==> src/rtl/axi_rd_arbiter.sv <==
// axi_rd_arbiter: round-robin share of one AXI read AR/R channel pair between the I and D cache read paths.
// One burst in flight at a time; R beats are steered to whichever side owns the current burst.
module axi_rd_arbiter #(
    parameter logic [3:0] ID_I = 4'd0,
    parameter logic [3:0] ID_D = 4'd1
) (
    input  logic        aclk,
    input  logic        aresetn,
    input  logic        i_req,
    input  logic [31:0] i_addr,
    input  logic [7:0]  i_len,
    input  logic [2:0]  i_size,
    output logic        i_addr_ok,
    output logic        i_rvalid,
    output logic        i_rlast,
    output logic [31:0] i_rdata,
    input  logic        d_req,
    input  logic [31:0] d_addr,
    input  logic [7:0]  d_len,
    input  logic [2:0]  d_size,
    output logic        d_addr_ok,
    output logic        d_rvalid,
    output logic        d_rlast,
    output logic [31:0] d_rdata,
    output logic [3:0]  arid,
    output logic [31:0] araddr,
    output logic [7:0]  arlen,
    output logic [2:0]  arsize,
    output logic [1:0]  arburst,
    output logic        arvalid,
    input  logic        arready,
    input  logic [3:0]  rid,
    input  logic [31:0] rdata,
    input  logic [1:0]  rresp,
    input  logic        rlast,
    input  logic        rvalid,
    output logic        rready,
    output logic        rd_err
);
    typedef enum logic [1:0] {IDLE, AR, R} state_t;
    state_t      state_q;
    logic        gnt_q, last_q, err_q;
    logic [31:0] addr_q;
    logic [7:0]  len_q, cnt_q;
    logic [2:0]  size_q;
    logic        gnt_d;
    logic        bad_beat;
    // gnt: 0 = instruction side, 1 = data side; a tie goes opposite the previous grant
    assign gnt_d    = (i_req & d_req) ? ~last_q : d_req;
    assign bad_beat = (rlast != (cnt_q == len_q)) | (rresp != 2'b00) | (rid != arid);
    always_ff @(posedge aclk or negedge aresetn) begin
        if (!aresetn) begin
            state_q <= IDLE;
            gnt_q   <= 1'b0;
            last_q  <= 1'b0;
            err_q   <= 1'b0;
            addr_q  <= '0;
            len_q   <= '0;
            size_q  <= '0;
            cnt_q   <= '0;
        end else begin
            case (state_q)
                IDLE: if (i_req | d_req) begin
                    state_q <= AR;
                    gnt_q   <= gnt_d;
                    last_q  <= gnt_d;
                    addr_q  <= gnt_d ? d_addr : i_addr;
                    len_q   <= gnt_d ? d_len : i_len;
                    size_q  <= gnt_d ? d_size : i_size;
                    cnt_q   <= '0;
                end
                AR: if (arready) state_q <= R;
                R: if (rvalid) begin
                    cnt_q <= cnt_q + 8'd1;
                    if (bad_beat) err_q <= 1'b1;
                    if (rlast) state_q <= IDLE;
                end
                default: state_q <= IDLE;
            endcase
        end
    end
    assign arvalid   = state_q == AR;
    assign rready    = state_q == R;
    assign arid      = gnt_q ? ID_D : ID_I;
    assign araddr    = addr_q;
    assign arlen     = len_q;
    assign arsize    = size_q;
    assign arburst   = 2'b01;
    assign i_addr_ok = arvalid & arready & ~gnt_q;
    assign d_addr_ok = arvalid & arready & gnt_q;
    assign i_rvalid  = rready & rvalid & ~gnt_q;
    assign d_rvalid  = rready & rvalid & gnt_q;
    assign i_rlast   = i_rvalid & rlast;
    assign d_rlast   = d_rvalid & rlast;
    assign i_rdata   = rdata;
    assign d_rdata   = rdata;
    assign rd_err    = err_q;
endmodule

==> config.mk <==
export PLATFORM = sky130hd
export DESIGN_NAME = axi_rd_arbiter
export DESIGN_NICKNAME = d
export VERILOG_FILES = /design/src/rtl/axi_rd_arbiter.sv
export SDC_FILE = /design/constraint.sdc
export NUM_CORES = 1
export LEC_CHECK = 0
export ABC_AREA = 1
export ABC_CLOCK_PERIOD_IN_PS = 1400
export CELL_PAD_IN_SITES_DETAIL_PLACEMENT = 2
export CELL_PAD_IN_SITES_GLOBAL_PLACEMENT = 2
export CORE_UTILIZATION = 17
export CTS_CLUSTER_SIZE = 28
export DETAILED_ROUTE_END_ITERATION = 16
export PLACE_DENSITY_LB_ADDON = 0.08
export SLEW_MARGIN = 20
export SYNTH_ARGS = -nofsm -noshare
export SYNTH_HDL_FRONTEND = slang
export SYNTH_SLANG_ARGS = --single-unit
==> constraint.sdc <==
create_clock -name aclk -period 1.4 [get_ports aclk]
set_input_delay 0.28 -clock aclk [delete_from_list [all_inputs] [get_ports aclk]]
set_output_delay 0.28 -clock aclk [all_outputs]
set_load 0.05 [all_outputs]
==> impl_summary.log <==
INFO  metric outcome = finished, violations left
INFO  metric violations = negative setup slack
INFO  metric drtIter0Drc = 48
INFO  metric fmaxAchievable = just under 0.6 GHz
INFO  metric route.antenna.remaining_nets = 0
INFO  metric cts-buffers-inserted = 5
INFO  metric leading_cell_type_in_the_layout_fill_and_taps_excluded = sky130_fd_sc_hd__clkdlybuf4s50_1
INFO  metric period_share = 120%
INFO  metric final_cell_mix = sky130_fd_sc_hd__clkdlybuf4s50_1, sky130_fd_sc_hd__nand2_1, sky130_fd_sc_hd__o21ai_1
INFO  metric worstReg2RegEnd = cnt_q[5]$_DFFE_PN0P_
INFO  metric core_box_area = about 19,000 sq um
INFO  metric area_delta_synth_final = 80.0%
INFO  metric grt.overflow.total = 0
INFO  metric whs = a little under 10 ps
INFO  metric routedLengthMet1 = 5350 microns
INFO  metric final_hold_viol_count = 0
INFO  metric pre_repair_dr_iteration_count = 4
INFO  metric final-setup-viol-count = 24
INFO  metric totalNegativeSetupSlack = -2750 ps
INFO  metric routedWlPerCell = 17.0 microns
INFO  metric power.net_switching = between 6000 and 7000 uW
INFO  metric regToRegSetupSlack = -140 ps
INFO  metric p_int = between 7000 and 8000 uW
INFO  metric drive_gt1_share = 28.1%
INFO  metric reg2reg_depth = 10
INFO  metric power.ir.vdd_worst = roughly 0.00083 V
INFO  metric grt_pass1_vias = between 3k and 4k
INFO  metric tritoncts = done
INFO  metric fp.dieArea = between 15,000 and 20,000 sq um
INFO  metric crit_path_start_kind = flop
INFO  metric post-place-cells = 749
INFO  metric layout_setup_ws = -275 ps
INFO  metric antenna_cells_inserted = 0
INFO  metric timing.critical_path.required = 1120 ps
INFO  metric final_max_slew_viol_count = 0
INFO  metric wirelength = ~13,000 microns
INFO  metric min_period = ~1700 ps
INFO  metric netSwitchingFraction = 45.2%
INFO  metric die_width = 141 microns
INFO  metric numClockSinks = between 50 and 60
INFO  metric crit_path_end_kind = primary output
INFO  metric static-leakage-power = 0.00254 uW
INFO  metric antenna_found_initial = 1
INFO  metric place_hpwl = 9410 microns
INFO  metric num_vias = 3,139
INFO  metric buffer_ports.inserted = 151
INFO  metric placement_rows = 50
INFO  metric cap_viol_max_count = 0
INFO  metric layout.core_utilization = 31.4%
INFO  metric gr-usage-all-layers = 13.5%
INFO  metric cts-root-buf = sky130_fd_sc_hd__clkbuf_16
INFO  metric share_comb_of_total_power = ~70%
INFO  metric synth_top_area_share = 42.0%
INFO  metric gp_routability_congestion = 0.702
INFO  metric power_per_cell_area = between 2000 and 2500 nW/um^2
INFO  metric power.share.sequential = 21.3%
INFO  metric path_class = flop to primary output
INFO  metric synthDistinctLibCells = 29
INFO  metric dr.max_layer_used = met4
INFO  metric finalNonFillerCells = just under 800
INFO  metric fin_worst_skew = approximately 2.7 ps
INFO  metric post-synth-top-area-cell = sky130_fd_sc_hd__dfrtp_1
INFO  metric global_route_wire_length_before_repair = 20,100 microns
INFO  metric totalPowerFinal = between 10,000 and 15,000 uW
INFO  metric ctsHtreeMaxLevel = 2
INFO  metric synth.cell_area = around 3300 sq um
INFO  metric synth.ff_latch_count = 55
INFO  metric drt_drc_violations_left = 0
INFO  metric cts_buffer_depth = 2
INFO  metric critPathMaxFanout = 5
INFO  metric r2r_start = state_q[0]$_DFFE_PN0P_
INFO  metric io_pins = 253
INFO  metric hold_buffers = 0
INFO  metric finish.net_count = about 670
INFO  metric cp_data_arrival_time = 1400 ps
INFO  metric vias_per_cell = 4.05
INFO  metric route.met2.wl = around 6500 microns
INFO  metric postSynthCellCount = 419
INFO  metric yosys_warnings = 0
INFO  metric initial_utilization = 17.5%
INFO  metric synth_sequential_area_ratio = between 40% and 50%
INFO  metric largest_net_degree_at_the_start_of_global_routing = 45
INFO  metric share_clk_of_total_power = 9.3%
INFO  metric die_height = 141 microns
INFO  metric worstHoldPathType = input port to asynchronous set/reset pin
INFO  metric rsz0062_at_grt = yes
INFO  metric synthTopCellsByArea = sky130_fd_sc_hd__dfrtp_1, sky130_fd_sc_hd__buf_4, sky130_fd_sc_hd__o21ai_0
INFO  metric syn_avg_cell_area = 7.82 sq um
INFO  metric clkLatencyLatePin = 300 ps
INFO  metric met3_wirelength = 1160 microns
INFO  metric clock_edge_transition_at_the_registers_on_the_reported_setup_and_hold_paths = 70 ps
==> power groups by stage <==
stage / registers, uW / logic (uW) / clock network [uW]
3_5_place_dp: 3080 / 8880 / 0
4_1_cts: 3070 / 9740 / 1420
5_1_grt: 3150 / 10600 / 1450
6_report: 3050 / 9960 / 1330
2_1_floorplan: 4910 / 2640 / 0
3_3_place_gp: 3060 / 8740 / 0
==> synth_stat cells <==
master	n
sky130_fd_sc_hd__buf_4	71
sky130_fd_sc_hd__o22ai_1	5
sky130_fd_sc_hd__nand4_1	1
sky130_fd_sc_hd__xnor2_1	3
sky130_fd_sc_hd__nand3_4	1
sky130_fd_sc_hd__buf_2	13
sky130_fd_sc_hd__nand2_2	2
sky130_fd_sc_hd__o21ai_1	32
sky130_fd_sc_hd__clkinv_1	1
sky130_fd_sc_hd__a211oi_1	1
sky130_fd_sc_hd__dfrtp_1	55
sky130_fd_sc_hd__nor2_2	1
sky130_fd_sc_hd__o31ai_1	1
sky130_fd_sc_hd__nor2_4	2
sky130_fd_sc_hd__inv_1	17
sky130_fd_sc_hd__inv_2	3
sky130_fd_sc_hd__nor3_1	3
sky130_fd_sc_hd__or3_1	1
sky130_fd_sc_hd__clkbuf_2	2
sky130_fd_sc_hd__nand3_1	5
sky130_fd_sc_hd__conb_1	2
sky130_fd_sc_hd__nand2_1	74
sky130_fd_sc_hd__ha_1	1
sky130_fd_sc_hd__nor2_1	54
sky130_fd_sc_hd__o21ai_0	58
sky130_fd_sc_hd__nand2_4	2
sky130_fd_sc_hd__o21ai_2	1
sky130_fd_sc_hd__a21oi_1	5
sky130_fd_sc_hd__buf_6	2
==> kinds of logic (layout without fill, tap and decap cells) <==
group	Yosys count	count (layout)	share of synthesized area, %
AOI/OAI and AO/OA	103	103	16.2
xor gates and xnor gates	3	3	0.802
adders and majority gates	1	1	0.382
buffers and inverters	109	228	21.6
DFF	55	55	42.0
other	2	5	0.229
and+or+nand+nor	146	146	18.7
==> worst max-delay path by stage <==
stage | startpoint | endpoint | slack (ps) | depth (start not counted)
after floorplan | state_q[1]$_DFFE_PN0P_ | d_rvalid | -290 | 4
after global placement | d_req | araddr[6]$_DFFE_PN0P_ | -300 | 5
after detailed placement | d_req | araddr[2]$_DFFE_PN0P_ | -370 | 5
after CTS | state_q[0]$_DFFE_PN0P_ | i_rlast | -290 | 5
after global routing | last_q$_DFFE_PN0P_ | d_rvalid | -340 | 4
final | state_q[0]$_DFFE_PN0P_ | i_rlast | -280 | 5
==> flip-flops by register name, summed over array words and instances, names as in the netlist <==
name	flops
araddr	32
arlen	8
cnt_q	8
arsize	3
state_q	2
last_q	1
rd_err	1
==> layer usage <==
layer	GRT usage [%]	up-vias
met1	15.1	1512
met4	3.26	0
met5	0	-
met2	23.2	101
met3	5.98	10
li1	-	1516
==> worst max-delay path, cell delays in order, from the launching register on <==
cell and delay, ps:
sky130_fd_sc_hd__dfrtp_1 390, sky130_fd_sc_hd__buf_6 130, sky130_fd_sc_hd__nor2_4 130, sky130_fd_sc_hd__nand2_4 100, sky130_fd_sc_hd__nor3_4 170, sky130_fd_sc_hd__buf_12 160
==> layout make-up <==
class	count	area, sq um
inverter	21	95.1
clock inverter	1	5.00
clock buffer	6	139
tap	234	293
multi-input combinational	258	1360
timing repair buffer	200	2630
fill	2076	12900
sequential	55	1380
==> through the flow <==
step | setup WS [ps] | area (sq um)
after floorplan | -294 | 3340
after CTS | -289 | 5730
after global routing | -340 | 5900
after global placement | -304 | 5350
after detailed placement | -372 | 5350
final | -275 | 5900
==> timing repair <==
action | CTS | global route
buffers inserted | 8 | 11
pin swaps | 4 | 37
gates resized for setup | 34 | 63
gates cloned | 3 | 2
setup endpoints to repair | 56 | 61
(Power assumes the default switching activity.)
